File: config.mk
export PLATFORM = sky130hd
export DESIGN_NAME = decode_control_pipe
export DESIGN_NICKNAME = d
export VERILOG_FILES = /design/src/rtl/decode_control_pipe.sv
export SDC_FILE = /design/constraint.sdc
export NUM_CORES = 1
export LEC_CHECK = 0
export ABC_AREA = 0
export BUFFER_PORTS_ARGS = -buffer_cell sky130_fd_sc_hd__buf_2
export CORE_UTILIZATION = 52
export DETAILED_ROUTE_END_ITERATION = 12
export GPL_ROUTABILITY_DRIVEN = 0
export GPL_TIMING_DRIVEN = 0
export PLACE_DENSITY = 0.8
export RECOVER_POWER = 100
export SLEW_MARGIN = 0
export SYNTH_ARGS = -nofsm -noshare
export SYNTH_HDL_FRONTEND = slang
export SYNTH_SLANG_ARGS = --single-unit
File: constraint.sdc
create_clock -name clk -period 2.11 [get_ports clk]
set_input_delay 0.1055 -clock clk [delete_from_list [all_inputs] [get_ports clk]]
set_output_delay 0.1055 -clock clk [all_outputs]
set_load 0.02 [all_outputs]
File: src/rtl/decode_control_pipe.sv
// Decode control for the pipelined MIPS core: combinational decode of the
// instruction in ID, registered into the ID/EX boundary with stall/flush/bubble
// handling, a HI/LO busy counter and a syscall handshake FSM.
module decode_control_pipe #(
    parameter int ALU_OP_W = 4,
    parameter int BV_W     = 3,
    parameter int MUL_LAT  = 4,
    parameter int DIV_LAT  = 32
) (
    input  logic                clk,
    input  logic                reset,
    input  logic [5:0]          opcode,
    input  logic [5:0]          funct,
    input  logic [4:0]          reg_rt_id,
    input  logic                id_valid,
    input  logic                ex_stall,
    input  logic                flush,
    input  logic                syscall_done,
    output logic                id_stall,
    output logic                muldiv_busy,
    output logic                syscall_pending,
    output logic                ex_valid,
    output logic                ex_reg_write,
    output logic                ex_mem_to_reg,
    output logic                ex_mem_write,
    output logic [ALU_OP_W-1:0] ex_alu_op,
    output logic                ex_alu_src,
    output logic                ex_reg_dest,
    output logic [BV_W-1:0]     ex_branch_variant,
    output logic [1:0]          ex_muldiv_op,
    output logic [1:0]          ex_hilo_rd
);

    localparam int CNT_W = $clog2(DIV_LAT + 1);

    localparam logic [5:0] OP_SPECIAL = 6'h00;
    localparam logic [5:0] OP_REGIMM  = 6'h01;
    localparam logic [5:0] OP_J       = 6'h02;
    localparam logic [5:0] OP_JAL     = 6'h03;
    localparam logic [5:0] OP_BEQ     = 6'h04;
    localparam logic [5:0] OP_BNE     = 6'h05;
    localparam logic [5:0] OP_ADDIU   = 6'h09;
    localparam logic [5:0] OP_ORI     = 6'h0d;
    localparam logic [5:0] OP_LUI     = 6'h0f;
    localparam logic [5:0] OP_LW      = 6'h23;
    localparam logic [5:0] OP_SB      = 6'h28;
    localparam logic [5:0] OP_SW      = 6'h2b;

    localparam logic [5:0] FN_SLL     = 6'h00;
    localparam logic [5:0] FN_SRA     = 6'h03;
    localparam logic [5:0] FN_JR      = 6'h08;
    localparam logic [5:0] FN_SYSCALL = 6'h0c;
    localparam logic [5:0] FN_MFHI    = 6'h10;
    localparam logic [5:0] FN_MFLO    = 6'h12;
    localparam logic [5:0] FN_MULT    = 6'h18;
    localparam logic [5:0] FN_MULTU   = 6'h19;
    localparam logic [5:0] FN_DIV     = 6'h1a;
    localparam logic [5:0] FN_DIVU    = 6'h1b;
    localparam logic [5:0] FN_ADDU    = 6'h21;
    localparam logic [5:0] FN_SUBU    = 6'h23;
    localparam logic [5:0] FN_AND     = 6'h24;
    localparam logic [5:0] FN_OR      = 6'h25;
    localparam logic [5:0] FN_XOR     = 6'h26;
    localparam logic [5:0] FN_NOR     = 6'h27;
    localparam logic [5:0] FN_SLT     = 6'h2a;

    localparam logic [ALU_OP_W-1:0] ALU_ADD = ALU_OP_W'(0);
    localparam logic [ALU_OP_W-1:0] ALU_SUB = ALU_OP_W'(1);
    localparam logic [ALU_OP_W-1:0] ALU_AND = ALU_OP_W'(2);
    localparam logic [ALU_OP_W-1:0] ALU_OR  = ALU_OP_W'(3);
    localparam logic [ALU_OP_W-1:0] ALU_XOR = ALU_OP_W'(4);
    localparam logic [ALU_OP_W-1:0] ALU_NOR = ALU_OP_W'(5);
    localparam logic [ALU_OP_W-1:0] ALU_SLT = ALU_OP_W'(6);
    localparam logic [ALU_OP_W-1:0] ALU_SLL = ALU_OP_W'(7);
    localparam logic [ALU_OP_W-1:0] ALU_SRA = ALU_OP_W'(8);
    localparam logic [ALU_OP_W-1:0] ALU_LUI = ALU_OP_W'(9);

    localparam logic [BV_W-1:0] BV_NONE      = BV_W'(0);
    localparam logic [BV_W-1:0] BV_BEQ       = BV_W'(1);
    localparam logic [BV_W-1:0] BV_BNE       = BV_W'(2);
    localparam logic [BV_W-1:0] BV_BLTZ      = BV_W'(3);
    localparam logic [BV_W-1:0] BV_JUMP      = BV_W'(4);
    localparam logic [BV_W-1:0] BV_JUMP_LINK = BV_W'(5);
    localparam logic [BV_W-1:0] BV_JUMP_REG  = BV_W'(6);

    typedef enum logic {
        SC_IDLE,
        SC_WAIT
    } sc_state_t;

    sc_state_t          sc_state;
    sc_state_t          sc_next;
    logic [CNT_W-1:0]   muldiv_cnt;

    logic                dec_reg_write;
    logic                dec_mem_to_reg;
    logic                dec_mem_write;
    logic [ALU_OP_W-1:0] dec_alu_op;
    logic                dec_alu_src;
    logic                dec_reg_dest;
    logic [BV_W-1:0]     dec_branch_variant;
    logic [1:0]          dec_muldiv_op;
    logic [1:0]          dec_hilo_rd;
    logic                dec_syscall;
    logic                hilo_user;
    logic                accept;

    // Combinational decode of the instruction currently held in ID
    always_comb begin
        dec_reg_write      = 1'b0;
        dec_mem_to_reg     = 1'b0;
        dec_mem_write      = 1'b0;
        dec_alu_op         = ALU_ADD;
        dec_alu_src        = 1'b0;
        dec_reg_dest       = 1'b0;
        dec_branch_variant = BV_NONE;
        dec_muldiv_op      = 2'b00;
        dec_hilo_rd        = 2'b00;
        dec_syscall        = 1'b0;
        case (opcode)
            OP_SPECIAL: begin
                dec_reg_dest  = 1'b1;
                dec_reg_write = 1'b1;
                case (funct)
                    FN_SLL:     begin dec_alu_op = ALU_SLL; dec_alu_src = 1'b1; end
                    FN_SRA:     begin dec_alu_op = ALU_SRA; dec_alu_src = 1'b1; end
                    FN_JR:      begin dec_reg_write = 1'b0; dec_branch_variant = BV_JUMP_REG; end
                    FN_SYSCALL: begin dec_reg_write = 1'b0; dec_syscall = 1'b1; end
                    FN_MULT,
                    FN_MULTU:   begin dec_reg_write = 1'b0; dec_muldiv_op = 2'b01; end
                    FN_DIV,
                    FN_DIVU:    begin dec_reg_write = 1'b0; dec_muldiv_op = 2'b10; end
                    FN_MFHI:    dec_hilo_rd = 2'b10;
                    FN_MFLO:    dec_hilo_rd = 2'b01;
                    FN_ADDU:    dec_alu_op = ALU_ADD;
                    FN_SUBU:    dec_alu_op = ALU_SUB;
                    FN_AND:     dec_alu_op = ALU_AND;
                    FN_OR:      dec_alu_op = ALU_OR;
                    FN_XOR:     dec_alu_op = ALU_XOR;
                    FN_NOR:     dec_alu_op = ALU_NOR;
                    FN_SLT:     dec_alu_op = ALU_SLT;
                    default:    dec_alu_op = ALU_ADD;
                endcase
            end
            OP_REGIMM: begin
                dec_alu_op = ALU_SUB;
                if (reg_rt_id == 5'd0) begin
                    dec_branch_variant = BV_BLTZ;
                end
            end
            OP_J:      dec_branch_variant = BV_JUMP;
            OP_JAL:    dec_branch_variant = BV_JUMP_LINK;
            OP_BEQ:    begin dec_branch_variant = BV_BEQ; dec_alu_op = ALU_SUB; end
            OP_BNE:    begin dec_branch_variant = BV_BNE; dec_alu_op = ALU_SUB; end
            OP_ADDIU:  begin dec_reg_write = 1'b1; dec_alu_src = 1'b1; dec_alu_op = ALU_ADD; end
            OP_ORI:    begin dec_reg_write = 1'b1; dec_alu_src = 1'b1; dec_alu_op = ALU_OR; end
            OP_LUI:    begin dec_reg_write = 1'b1; dec_alu_src = 1'b1; dec_alu_op = ALU_LUI; end
            OP_LW:     begin dec_reg_write = 1'b1; dec_mem_to_reg = 1'b1; dec_alu_src = 1'b1; end
            OP_SW,
            OP_SB:     begin dec_mem_write = 1'b1; dec_alu_src = 1'b1; end
            default:   dec_alu_op = ALU_ADD;
        endcase
    end

    assign hilo_user       = (dec_muldiv_op != 2'b00) || (dec_hilo_rd != 2'b00);
    assign muldiv_busy     = (muldiv_cnt != '0);
    assign syscall_pending = (sc_state == SC_WAIT);
    assign id_stall        = id_valid && ((muldiv_busy && hilo_user) || syscall_pending);
    assign accept          = id_valid && !flush && !id_stall && !ex_stall;

    // ID/EX register: reset, then hold on ex_stall, then bubble, else accept
    always_ff @(posedge clk) begin
        if (reset) begin
            ex_valid          <= 1'b0;
            ex_reg_write      <= 1'b0;
            ex_mem_to_reg     <= 1'b0;
            ex_mem_write      <= 1'b0;
            ex_alu_op         <= '0;
            ex_alu_src        <= 1'b0;
            ex_reg_dest       <= 1'b0;
            ex_branch_variant <= BV_NONE;
            ex_muldiv_op      <= 2'b00;
            ex_hilo_rd        <= 2'b00;
        end else if (ex_stall) begin
            ex_valid          <= ex_valid;
        end else if (!accept) begin
            ex_valid          <= 1'b0;
            ex_reg_write      <= 1'b0;
            ex_mem_to_reg     <= 1'b0;
            ex_mem_write      <= 1'b0;
            ex_alu_op         <= '0;
            ex_alu_src        <= 1'b0;
            ex_reg_dest       <= 1'b0;
            ex_branch_variant <= BV_NONE;
            ex_muldiv_op      <= 2'b00;
            ex_hilo_rd        <= 2'b00;
        end else begin
            ex_valid          <= 1'b1;
            ex_reg_write      <= dec_reg_write;
            ex_mem_to_reg     <= dec_mem_to_reg;
            ex_mem_write      <= dec_mem_write;
            ex_alu_op         <= dec_alu_op;
            ex_alu_src        <= dec_alu_src;
            ex_reg_dest       <= dec_reg_dest;
            ex_branch_variant <= dec_branch_variant;
            ex_muldiv_op      <= dec_muldiv_op;
            ex_hilo_rd        <= dec_hilo_rd;
        end
    end

    // HI/LO busy counter: loads on an accepted mul/div, otherwise counts down to zero
    always_ff @(posedge clk) begin
        if (reset) begin
            muldiv_cnt <= '0;
        end else if (accept && dec_muldiv_op == 2'b01) begin
            muldiv_cnt <= CNT_W'(MUL_LAT);
        end else if (accept && dec_muldiv_op == 2'b10) begin
            muldiv_cnt <= CNT_W'(DIV_LAT);
        end else if (muldiv_cnt != '0) begin
            muldiv_cnt <= muldiv_cnt - CNT_W'(1);
        end
    end

    // Syscall handshake state register
    always_ff @(posedge clk) begin
        if (reset) begin
            sc_state <= SC_IDLE;
        end else begin
            sc_state <= sc_next;
        end
    end

    // Syscall next state: enter WAIT on an accepted SYSCALL, leave on host ack
    always_comb begin
        sc_next = sc_state;
        case (sc_state)
            SC_IDLE: if (accept && dec_syscall) sc_next = SC_WAIT;
            SC_WAIT: if (syscall_done)          sc_next = SC_IDLE;
            default: sc_next = SC_IDLE;
        endcase
    end

endmodule

==> impl_summary.md <==
Layout
Counting flops per register, the top entry is muldiv_cnt. Summing all flip-flop and latch instances after layout gives between 400 and 500 µm². The multi-input combinational cells in the finished layout cover a total of around 970 µm².

The ratio of cells with drive above 1 in the final layout is roughly a fifth. The number of antenna repair diodes is 0. Relative to the synthesized area, the layout overhead comes to 20.7%. The register with the most flip-flops in the layout has 6 of them. The filler cells instantiated in the layout total 250.

The largest registers in the layout are muldiv_cnt: 6 flops, ex_alu_op: 4 flops, ex_branch_variant: 3 flops. The number of nets in the layout is 265.

Min path
The worst min-delay path class is in2reg.

Detailed routing
The wire length per cell after detailed routing is about 14 µm. The starting DRC count in detailed routing is 79. The via-per-instance ratio is between 6 and 7. Summed over all layers, the routed wires come to roughly 4000 µm. The first-pass iteration count of the detailed router is 6. The count of vias placed by the detailed router is between 1500 and 2000. After detailed routing, the number of remaining DRC violations is 0. Detailed routing placed a total of 198 µm of wire on met3.

The wire length on met1 is about 1900 µm. The wire length on met2 is 1720 µm. The number of nets with antenna violations after routing is 0. Routed signal wires occupy layers up through met4.

Power and ir drop
The design internal power is 0.000961 W. The post-layout total power is 0.00145 W. The leakage component of the power is 0.636 nW. Registers are responsible for around two fifths of the overall power. The power density over cell area is around 800 nW/µm².

The share of total power dissipated in combinational logic is 38.5%. VDD sags by at most roughly 970 µV. Of the total power, the clock network draws around 23%. For this design the total switching power over the nets is about 0.00049 W. Net switching is approximately a third of the power.

Yosys
Averaged over all synthesized cells, the footprint is just over 8 µm². The post-synthesis instance area is approximately 1500 µm². The xor and xnor area share after synthesis is 1.14%. In this run, synthesis produced a sequential element count of 24. The synthesized netlist contains between 50 and 60 unique library cells. For this run, the leading register cell type out of synthesis is sky130_fd_sc_hd__dfxtp_1. In the synthesized netlist, the number of instances is 190.

After Yosys synthesis, full adders, half adders and majority gates account for 0.814% of the synthesized area. Sequential elements use about 31% of the synthesized area. The basic-gate share of the synthesized area counting and, or, nand and nor cells is approximately 37%. The commonest cells after synthesis are sky130_fd_sc_hd__nand2_1, sky130_fd_sc_hd__dfxtp_1, sky130_fd_sc_hd__clkbuf_1, sky130_fd_sc_hd__nor2_1.

The number of enable-type register cells in the synthesized netlist is 0. The fraction of post-synthesis cell area in the top cell type by area is between 30% and 40%. After synthesis, the cell types taking the most area are sky130_fd_sc_hd__dfxtp_1, sky130_fd_sc_hd__nand2_1, sky130_fd_sc_hd__clkbuf_1.

By area, the combinational part of the netlist is dominated by simple AND/OR/NAND/NOR gates. The largest area contributor in the synthesized netlist is sky130_fd_sc_hd__dfxtp_1. The mux share of post-synthesis cell area is 0%.

The number of warnings reported in the yosys synthesis log is 0. The area fraction in compound gates after synthesis is approximately a quarter. Of all flip-flops after synthesis, the portion carrying an async set or reset was 0%. The most frequent cell after synthesis is sky130_fd_sc_hd__nand2_1. When the netlist entered floorplanning its net count stood at ~210.

Clock network
Counting every sink on the clock net gives 24. TritonCTS built the clock tree. The total CTS buffers is 3. Clock tree synthesis selected as its root buffer the cell sky130_fd_sc_hd__clkbuf_4.

The register clock-pin slew on the reported worst setup and hold paths is ~140 ps. The clock latency reported for the late side of the worst-skew pair is between 300 and 400 ps. The number of H-tree levels is 1. The maximum clock path buffer count is 2.

Placement
The HPWL after detailed placement is approximately 2900 µm. The count of input and output buffers is 42.

Floorplanning
The chip width is approximately 56 µm. The initial core utilization is 55.3%. The floorplan step defined a die boundary enclosing 3180 µm². The die is around 56 µm tall. The core box area is about 2800 µm². between 40 and 50 I/O pins were placed. Row generation in the floorplan step produced 19 rows.

Worst setup path
The endpoint arrival time on the critical path is 1900 ps. The worst setup path is captured at a primary output. The type of element launching the critical path is a flip-flop. The data required time of the critical path is roughly 2000 ps. The startpoint-to-endpoint class of the critical path is reg2out.

Along the worst path, the maximum fanout reaches 5. Setup slack on the worst reg-to-reg path comes out at 140 ps.

STA
Setup repair after global routing left no endpoint under its margin. The worst slew margin relative to its limit is a little over two thirds. The count of final max-slew check failures came to 0. On the final layout, the worst clock skew is around 9.7 ps. Summed over all failing endpoints, the final setup total negative slack is 0 ps. The post-layout minimum cycle time is about 2000 ps. The total of endpoints with negative setup slack in the final report is 0. The final worst-path cycle share is 95.0%.

The final number of hold-violating endpoints is 0. The highest clock frequency the design can meet is ~0.5 GHz. At the pin with the least slew margin, the transition time is approximately 450 ps.

Outcome
The flow ran to the end, and the final reports show no timing, DRC or antenna violations.

GRT
The first global-routing pass estimated around 6800 µm of wire. The global-route usage over all layers is around a quarter. Entering global routing, the biggest net connects 15 pins. The global-route congestion overflow total is 0. The number of global-route vias before repair was approximately 1500.

The initial antenna violation count is 0.

Run
The number of maximum-capacitance violations is 0.
==> kinds of logic (layout without fill, tap and decap cells) <==
logic type / after synthesis / in the layout
adders and majority gates: 1 / 1
DFF: 24 / 24
AOI/OAI and AO/OA: 49 / 49
and+or+nand+nor: 91 / 91
xor gates and xnor gates: 2 / 2
buffers and inverters: 23 / 73
==> critical path: stages (launching register included) <==
cell and delay (ps):
sky130_fd_sc_hd__dfxtp_2 370, sky130_fd_sc_hd__inv_1 90, sky130_fd_sc_hd__ha_4 160, sky130_fd_sc_hd__or3b_4 400
sky130_fd_sc_hd__nor3_4 150, sky130_fd_sc_hd__nor3_1 90, sky130_fd_sc_hd__o21a_1 170, sky130_fd_sc_hd__buf_2 150
==> path summary, 6_finish.rpt <==
kind / end / cells past startpoint / startpoint
min reg2reg: ex_alu_op[3] / 2 / ex_alu_op[3]
max reg2reg: ex_branch_variant[0] / 8 / muldiv_cnt[1]
min: muldiv_cnt[1] / 2 / reset
max: id_stall / 7 / muldiv_cnt[1]
==> power groups by stage <==
stage	sequential [W]	combinational (W)	clock (W)
detailed placement	0.000558	0.000453	0
CTS	0.000554	0.000559	0.000335
floorplan	0.000548	0.000345	0
finish	0.000559	0.000560	0.000335
global placement	0.000555	0.000444	0
global route	0.000566	0.000623	0.000354
==> layout by cell type, fill, tap and decap left out, types with 3 or more instances in the layout <==
master	synthesis	layout
sky130_fd_sc_hd__nor3b_1	4	4
sky130_fd_sc_hd__a221oi_1	2	3
sky130_fd_sc_hd__buf_2	0	23
sky130_fd_sc_hd__or4_1	5	5
sky130_fd_sc_hd__dfxtp_1	24	23
sky130_fd_sc_hd__inv_1	9	8
sky130_fd_sc_hd__o21ai_0	9	9
sky130_fd_sc_hd__nor2_1	13	13
sky130_fd_sc_hd__o31ai_1	5	5
sky130_fd_sc_hd__nor4_1	4	4
sky130_fd_sc_hd__clkbuf_4	0	3
sky130_fd_sc_hd__nand3b_1	3	3
sky130_fd_sc_hd__nand4_1	4	4
sky130_fd_sc_hd__nor2b_1	6	6
sky130_fd_sc_hd__buf_4	0	3
sky130_fd_sc_hd__a21oi_1	9	9
sky130_fd_sc_hd__clkbuf_1	13	31
sky130_fd_sc_hd__nand2_1	25	25
sky130_fd_sc_hd__a32oi_1	3	3
sky130_fd_sc_hd__nand2b_1	4	4
sky130_fd_sc_hd__nor3_1	6	6
==> routing by layer <==
metal	vias to the layer above	GRT usage, %
met3	9	3.46
met4	0	10.1
met1	749	40.0
met2	65	38.4
li1	811	-
met5	-	0
==> final cells by class <==
class,instances,area share (%)
multi-input combinational,143,52.2
sequential,24,25.9
timing repair buffer,46,11.9
buffer,14,3.23
tap,31,2.09
inverter,9,1.82
clock inverter,1,1.62
clock buffer,3,1.21
==> through the flow <==
stage               hold WS (ps)  instance area [µm²]  setup slack (ps)  std cells  utilization, %
floorplan                    174                 1540               269        190               -
global placement             313                 1790               100        263            64.2
detailed placement           319                 1790              70.0        263            64.2
CTS                         23.5                 1880              20.7        271            67.7
global route                5.67                 1860              6.89        271            66.8
finish                      12.6                 1860               105        271            66.8
==> repair_timing <==
action	CTS	global route
hold buffers	1	0
setup buffers	3	0
endpoints found under the hold margin	1	0
gates cloned	0	0
gates resized for setup	2	3
pin swaps	2	1
endpoints found under the setup margin	2	11
Power figures use the tool's default switching activity.
